$ cat config.mk
export PLATFORM = sky130hd
export DESIGN_NAME = chain_constraint_solver
export DESIGN_NICKNAME = d
export VERILOG_FILES = /design/src/rtl/chain_constraint_solver.sv
export SDC_FILE = /design/constraint.sdc
export NUM_CORES = 1
export LEC_CHECK = 0
export CAP_MARGIN = 20
export CORE_AREA = 2 2 228 230
export CTS_CLUSTER_SIZE = 30
export DETAILED_ROUTE_END_ITERATION = 7
export DIE_AREA = 0 0 230 232
export HOLD_SLACK_MARGIN = 0.08
export PLACE_DENSITY_LB_ADDON = 0.05
export SYNTH_ARGS = -nofsm -noshare
export SYNTH_HDL_FRONTEND = slang
export SYNTH_SLANG_ARGS = --single-unit
$ cat constraint.sdc
create_clock -name clk -period 13.5 [get_ports clk]
set_clock_uncertainty 0.2 [all_clocks]
set_input_delay 2.7 -clock clk [delete_from_list [all_inputs] [get_ports clk]]
set_output_delay 2.7 -clock clk [all_outputs]
set_load 0.01 [all_outputs]
$ cat src/rtl/chain_constraint_solver.sv
// Chain relaxation sequencer: verlet strobe, anchor pin, per-link clamp; floor clamp when CONSTRAINT_FLOOR_EN.
// Latency: step accepted in IDLE at cycle 0, done pulses at cycle 2 + ITERATIONS*NUM_NODES.
// Backpressure: none; step_req is ignored while busy, and a held request restarts from the next IDLE cycle.
module chain_constraint_solver #(
    parameter int NUM_NODES  = 8,
    parameter int ITERATIONS = 2,
    parameter int BASE_X     = 200,
    parameter int BASE_Y     = 0,
    parameter int DIST       = 10,
    parameter int FLOOR_Y    = 400
) (
    input  logic                   clk,
    input  logic                   reset,
    input  logic                   step_req,
    input  logic [32*NUM_NODES-1:0] x_pos_bus,
    input  logic [32*NUM_NODES-1:0] y_pos_bus,
    output logic                   verlet_state,
    output logic [NUM_NODES-1:0]   fix_constraint_state,
    output logic [31:0]            x_fix_constraint,
    output logic [31:0]            y_fix_constraint,
    output logic                   busy,
    output logic                   done
);

    localparam int LW = $clog2(NUM_NODES);
    localparam int IW = (ITERATIONS > 1) ? $clog2(ITERATIONS) : 1;
    localparam logic [LW-1:0] LAST_LINK = LW'(NUM_NODES - 1);
    localparam logic [IW-1:0] LAST_ITER = IW'(ITERATIONS - 1);
    localparam logic signed [31:0] DMAX = 32'(DIST);
    localparam logic signed [31:0] DMIN = -32'(DIST);

    typedef enum logic [2:0] {
        S_IDLE,
        S_VERLET,
        S_PIN,
        S_LINK,
        S_DONE
    } state_t;

    state_t          state, state_nxt;
    logic [LW-1:0]   link_idx, link_nxt, par_idx;
    logic [IW-1:0]   iter, iter_nxt;

    logic signed [31:0] x_node [NUM_NODES];
    logic signed [31:0] y_node [NUM_NODES];
    logic signed [31:0] fix_x, fix_y;

    for (genvar g = 0; g < NUM_NODES; g++) begin : g_unpack
        assign x_node[g] = x_pos_bus[32*g +: 32];
        assign y_node[g] = y_pos_bus[32*g +: 32];
    end

    function automatic logic signed [31:0] clamp_off(input logic signed [31:0] d);
        if (d > DMAX) return DMAX;
        if (d < DMIN) return DMIN;
        return d;
    endfunction

    assign par_idx = link_idx - LW'(1);

`ifdef CONSTRAINT_FLOOR_EN
    localparam logic signed [31:0] FLOOR_S = 32'(FLOOR_Y);
`else
    logic unused_floor;
    assign unused_floor = ^32'(FLOOR_Y);
`endif

    // Offsets wrap in 32 bits before clamping; the parent was written last cycle, so the bus is current.
    always_comb begin
        fix_x = x_node[par_idx] + clamp_off(x_node[link_idx] - x_node[par_idx]);
        fix_y = y_node[par_idx] + clamp_off(y_node[link_idx] - y_node[par_idx]);
`ifdef CONSTRAINT_FLOOR_EN
        if (fix_y > FLOOR_S) fix_y = FLOOR_S;
`endif
    end

    always_ff @(posedge clk or negedge reset) begin
        if (!reset) begin
            state    <= S_IDLE;
            link_idx <= '0;
            iter     <= '0;
        end else begin
            state    <= state_nxt;
            link_idx <= link_nxt;
            iter     <= iter_nxt;
        end
    end

    always_comb begin
        state_nxt            = state;
        link_nxt             = link_idx;
        iter_nxt             = iter;
        verlet_state         = 1'b0;
        fix_constraint_state = '0;
        x_fix_constraint     = '0;
        y_fix_constraint     = '0;
        busy                 = 1'b0;
        done                 = 1'b0;
        case (state)
            S_IDLE: begin
                link_nxt = '0;
                iter_nxt = '0;
                if (step_req) state_nxt = S_VERLET;
            end
            S_VERLET: begin
                busy         = 1'b1;
                verlet_state = 1'b1;
                state_nxt    = S_PIN;
            end
            S_PIN: begin
                busy                    = 1'b1;
                fix_constraint_state[0] = 1'b1;
                x_fix_constraint        = 32'(BASE_X);
                y_fix_constraint        = 32'(BASE_Y);
                link_nxt                = LW'(1);
                state_nxt               = S_LINK;
            end
            S_LINK: begin
                busy                 = 1'b1;
                fix_constraint_state = {{(NUM_NODES-1){1'b0}}, 1'b1} << link_idx;
                x_fix_constraint     = fix_x;
                y_fix_constraint     = fix_y;
                if (link_idx != LAST_LINK) begin
                    link_nxt = link_idx + LW'(1);
                end else if (iter != LAST_ITER) begin
                    iter_nxt  = iter + IW'(1);
                    state_nxt = S_PIN;
                end else begin
                    state_nxt = S_DONE;
                end
            end
            S_DONE: begin
                done      = 1'b1;
                link_nxt  = '0;
                iter_nxt  = '0;
                state_nxt = S_IDLE;
            end
            default: state_nxt = S_IDLE;
        endcase
    end

endmodule

# Word level (Yosys, flattened, before mapping)
# Cells that the tools add are included.
# W data, S select, Z words.
# totals
input_bits,515
reg_bits,7
mem_bits_ro,0
latch_bits,0
n_memories,0
elab_cells,77
ram_bits,0
# classes
shift,1
reduce_logical,8
addsub,7
bitwise,2
muxes,42
n_eq_ne,8
div,0
order_cmp,6
multipliers,0
# op_table
op,count
$mux W32,17
$bmux W32 S3,4
$add A32 B32 Y32,2
$gt A32 B5 Y1 const B,2
$lt A32 B5 Y1 const B,2
$pmux W32 S2,1
$sub A32 B32 Y32,2
$mux W3,4
$pmux W3 S4,1
$mux W1,11
$pmux W3 S3,1
$ge A4 B4 Y1 const B,2
$not A3 Y4,2
$shl A1 B3 Y8 const A,1
$mux W7,1
$eq A3 B2 Y1 const B,2
$ne A2 B2 Y1 const B,3
$reduce_and A2 Y1,3
$pmux W1 S2,2
$add A3 B1 Y3 const B,1
$eq A3 B1 Y1 const B,1
$eq A3 B3 Y1 const B,1
$logic_not A3 Y1,1
$ne A3 B3 Y1 const B,1
other kinds (6),6

# Longest topological paths before layout
# logic_depth
ltp_word,13
depth_mapped,43
mapped_depth_nobuf,35

# Worst setup path after synthesis
# Ideal clock, no wire load.
# synth_timing
path_kind,reg2out
start,reg link_idx[0]
end,out y_fix_constraint[31]
stages_incl_launch_ff,40
path_slack_ps,169
t_arrival_ps,10431
required_ps,10600
path_cell_list,dfrtp_1 clkbuf_1 clkbuf_1 clkbuf_1 buf_1 inv_1 ha_1 clkbuf_1 clkbuf_1 clkbuf_1 mux4_2 mux2i_1 ha_1 a21oi_1 nand3_1 o2111ai_1 nand2b_1 or3_1 (+4 left out) or4b_1 or4_1 ha_1 clkbuf_1 nor2_1 nor2_1 ha_1 clkbuf_1 a21o_1 a21o_1 a21oi_1 o221ai_1 o41ai_1 o211ai_1 a31o_2 xnor2_1 or3_1 a21oi_1
# synth_via
elab_chain_cells,13
# synth_rtl
item,line_no,text
start: declaration,41,"logic [LW-1:0] link_idx, link_nxt, par_idx;"
start signal: assignment,84,link_idx <= link_nxt;
$sub A3 B1 Y3,59,assign par_idx = link_idx - LW'(1);
$not A3 Y4 (implied by the code),71,fix_y = y_node[par_idx] + clamp_off(y_node[link_idx] - y_node[par_idx]);
$bmux W32 S3,71,
$mux W32 (implied by the code) (2 in series),71,
$sub A32 B32 Y32,71,
$lt A32 B5 Y1,55,if (d < DMIN) return DMIN;
$mux W1 (2 in series),55,
$mux W32,56,return d;
$mux W32,55,
$add A32 B32 Y32 (*),71,
$mux W32 (*),99,case (state)
end: declaration,20,"output logic [31:0] y_fix_constraint,"
# Every way passes the cells marked *; elsewhere a longest branch is shown, timed or not. The select of a mux whose other input is x is not followed.

# Worst setup path in the final report
# layout_timing
start,in y_pos_bus[137]
end,out y_fix_constraint[31]
# layout_via
elab_chain_cells,11
# layout_rtl
item,line_no,text
start: declaration,16,"input logic [32*NUM_NODES-1:0] y_pos_bus,"
$bmux W32 S3,71,
$mux W32 (implied by the code) (2 in series),71,
$sub A32 B32 Y32,71,
$lt A32 B5 Y1,55,
$mux W1 (2 in series),55,
$mux W32,56,
$mux W32,55,
$add A32 B32 Y32 (*),71,
$mux W32 (*),99,
# Marked as above.

==> impl_metrics.csv <==
group,metric,value,unit
placement,io_buffers,589,
synthesis,async_flop_share,1.00,
route,drc,0,
clock_tree,cts_root_buf,"clkbuf_16",
floorplanning,num_rows,83,
min_path,hold-path-cell-count,1,
route,avgRoutedWirePerCell,20.4,µm
timing,setup_ws,0.151,ns
setup_path,slowest_stage,"mux4_2",
finish,instances_no_fill,3520,
clock_tree,htree_levels,1,
route,vias,19475,
synthesis,synth_seq_cells,7,
synthesis,synth_edf_count,0,
setup_path,cp-end-kind,"output port",
finish,drive_gt1_frac,0.316,
timing,min_period,13.35,ns
setup_path,crit_path_max_fanout,6,
finish,final_util,0.529,
placement,dp_hpwl,60.7,mm
outcome,status,"complete, no violations",
global_routing,grt_pass1_wl,109,mm
synthesis,avgSynthCellArea,8.54,µm²
route,wl,71.7,mm
route,first_iter_violations,1005,
placement,placed_cells,3492,
synthesis,synthFlopType,"dfrtp_1",
setup_path,ff2ff_path_depth,6,
route,drt_pass1_iterations,5,
clock_tree,cts_buffer_depth,2,
setup_path,critical_path_required,10.60,ns
global_routing,grt_usage,0.255,
placement,gp_congestion,0.939,
floorplanning,core_area,0.0509,mm²
clock_tree,clkSinkCount,7,
synthesis,yosys_warnings,0,
floorplanning,die_w,230,µm
clock_tree,cts_made_buffers,3,
floorplanning,ios,590,
timing,max_freq,0.0749,GHz
finish,synthToLayoutAreaGrowth,67.6,%
placement,place_ws,-0.946,ns
route,antenna_left,0,
floorplanning,die_area,0.0534,mm²
setup_path,critical_path_arrival,10.45,ns
floorplanning,dieHeight,232,µm
finish,nNetsFinal,3492,
global_routing,grt_pass1_vias,20200,
timing,period_share,0.989,
synthesis,postSynthCellCount,1881,
synthesis,postSynthNetCount,2533,
clock_tree,path_clk_slew,0.04,ns
floorplanning,initial_core_util,0.316,
timing,drv_slew,0,
synthesis,seq_area_frac_synth,0.0109,
run,max_cap_viol_count,0,
synthesis,synth_area,0.0161,mm²
timing,rsz0062_at_grt,"true",
clock_tree,cts_tree,"built",
synthesis,ys_types,86,
global_routing,grt_start_max_net_pins,133,
timing,setup_viol_count_final,0,
global_routing,grt.overflow.total,0,
setup_path,path_class,"primary input to output port",
setup_path,cp_slowest_stage_delay,0.52,ns
clock_tree,ctsHoldBuffers,0,
timing,worstMarginPinSlew,1.07,ns
setup_path,cp-start-kind,"primary input",
min_path,hp-class,"flip-flop to flip-flop",
clock_tree,insertion_delay,0.23,ns
timing,finalHoldViolations,0,
timing,slew_headroom,0.284,
global_routing,antenna_found_initial,1,
route,viasPerCell,5.53,
==> worst paths after layout <==
check	from	endpoint	slack (ns)
min in group asynchronous	reset	state[1]$_DFFE_PN0P_	2.54
max in group asynchronous	reset	link_idx[1]$_DFFE_PN0P_	10.28
worst min-delay path	iter$_DFFE_PN0P_	state[2]$_DFFE_PN0P_	0.34
worst max-delay path	y_pos_bus[137]	y_fix_constraint[31]	0.15
worst min register to register	iter$_DFFE_PN0P_	state[2]$_DFFE_PN0P_	0.34
worst max register to register	link_idx[2]$_DFFE_PN0P_	link_idx[2]$_DFFE_PN0P_	10.73
==> final cells by class <==
| type | count | area, µm² |
|---|---|---|
| flip-flops and latches | 7 | 186 |
| multi-input cells | 1653 | 15800 |
| diodes | 1 | 2.50 |
| fillers | 4698 | 23900 |
| repair buffers | 1069 | 9600 |
| clock buffers | 4 | 78.8 |
| well taps | 680 | 851 |
| inverters | 106 | 399 |
==> metal layers <==
layer	wire [µm]	up-vias	GRT usage
li1	-	9209	-
met4	2530	0	0.0879
met3	3220	115	0.0269
met2	38300	609	0.489
met5	0	-	0
met1	27700	9542	0.293
==> synthesized netlist by cell type (23+ instances only) <==
cell type	n	area share
ha_1	133	0.10
nor2_1	155	0.036
nand2_1	251	0.059
o21a_1	44	0.021
o21ai_0	62	0.019
xor2_1	48	0.026
mux2i_1	71	0.044
a21oi_1	117	0.036
inv_1	104	0.024
mux4_2	256	0.36
xnor2_1	44	0.024
and3_1	26	0.010
buf_1	35	0.0082
a21o_1	45	0.021
nand3_1	33	0.010
nor3_1	45	0.014
clkbuf_1	75	0.018
nand2b_1	23	0.0090
==> sequential cells by signal (all words and copies together), names as in the netlist <==
signal	flops
link_idx	3
state	3
iter	1
==> cells by family (layout without fill, tap and decap cells) <==
logic type | after synthesis | after routing | synth area share
and+or+nand+nor | 668 | 668 | 0.196
AOI/OAI and AO/OA | 427 | 427 | 0.178
muxes | 329 | 329 | 0.404
buffers and inverters | 221 | 1179 | 0.0522
adders and majority gates | 137 | 137 | 0.109
xor gates and xnor gates | 92 | 92 | 0.0501
DFF | 7 | 7 | 0.0109
other | 0 | 1 | 0
==> metrics by stage <==
stage	instance area, µm²	hold slack (ns)	setup TNS, ns
floorplan	16100	0.293	0
global placement	25900	0.315	-7.47
CTS	26200	0.333	0
global route	26900	0.363	-0.115
detailed placement	25900	0.324	-10.10
finish	26900	0.342	0
==> worst max-delay path, delay by kind of cell <==
family / cells / cell delay [ns]
fa+ha+maj: 3 / 0.81
xor+xnor: 1 / 0.13
compound gates: 13 / 2.95
mux: 2 / 0.70
simple gates: 7 / 2.21
buf+inv: 4 / 0.93
==> cells in the final DEF (no fill, tap or decap), types with 15 or more instances in the layout <==
cell type	Yosys	layout
dlymetal6s2s_1	0	26
a21oi_1	117	102
mux4_2	256	256
nor2_1	155	152
o21ai_0	62	53
a31oi_1	19	15
o211ai_1	15	15
and2_1	22	21
ha_1	133	122
inv_1	104	102
a21o_1	45	45
o21a_1	44	44
xor2_1	48	45
or3_1	18	16
clkdlybuf4s50_1	0	550
xnor2_1	44	41
nor3_1	45	39
nand3_1	33	31
and3_1	26	22
buf_4	1	472
mux2i_1	71	56
nand4_1	19	19
nand2b_1	23	22
nand2_1	251	245
==> timing repair <==
item	4_1_cts	5_1_grt
gates resized for setup	59	151
pin swaps	6	73
setup endpoints to repair	23	32
buffers inserted	2	22
Power is left out: the tool's default activity adds up to more than one toggle a clock period on the data nets, which glitch-free logic cannot reach.
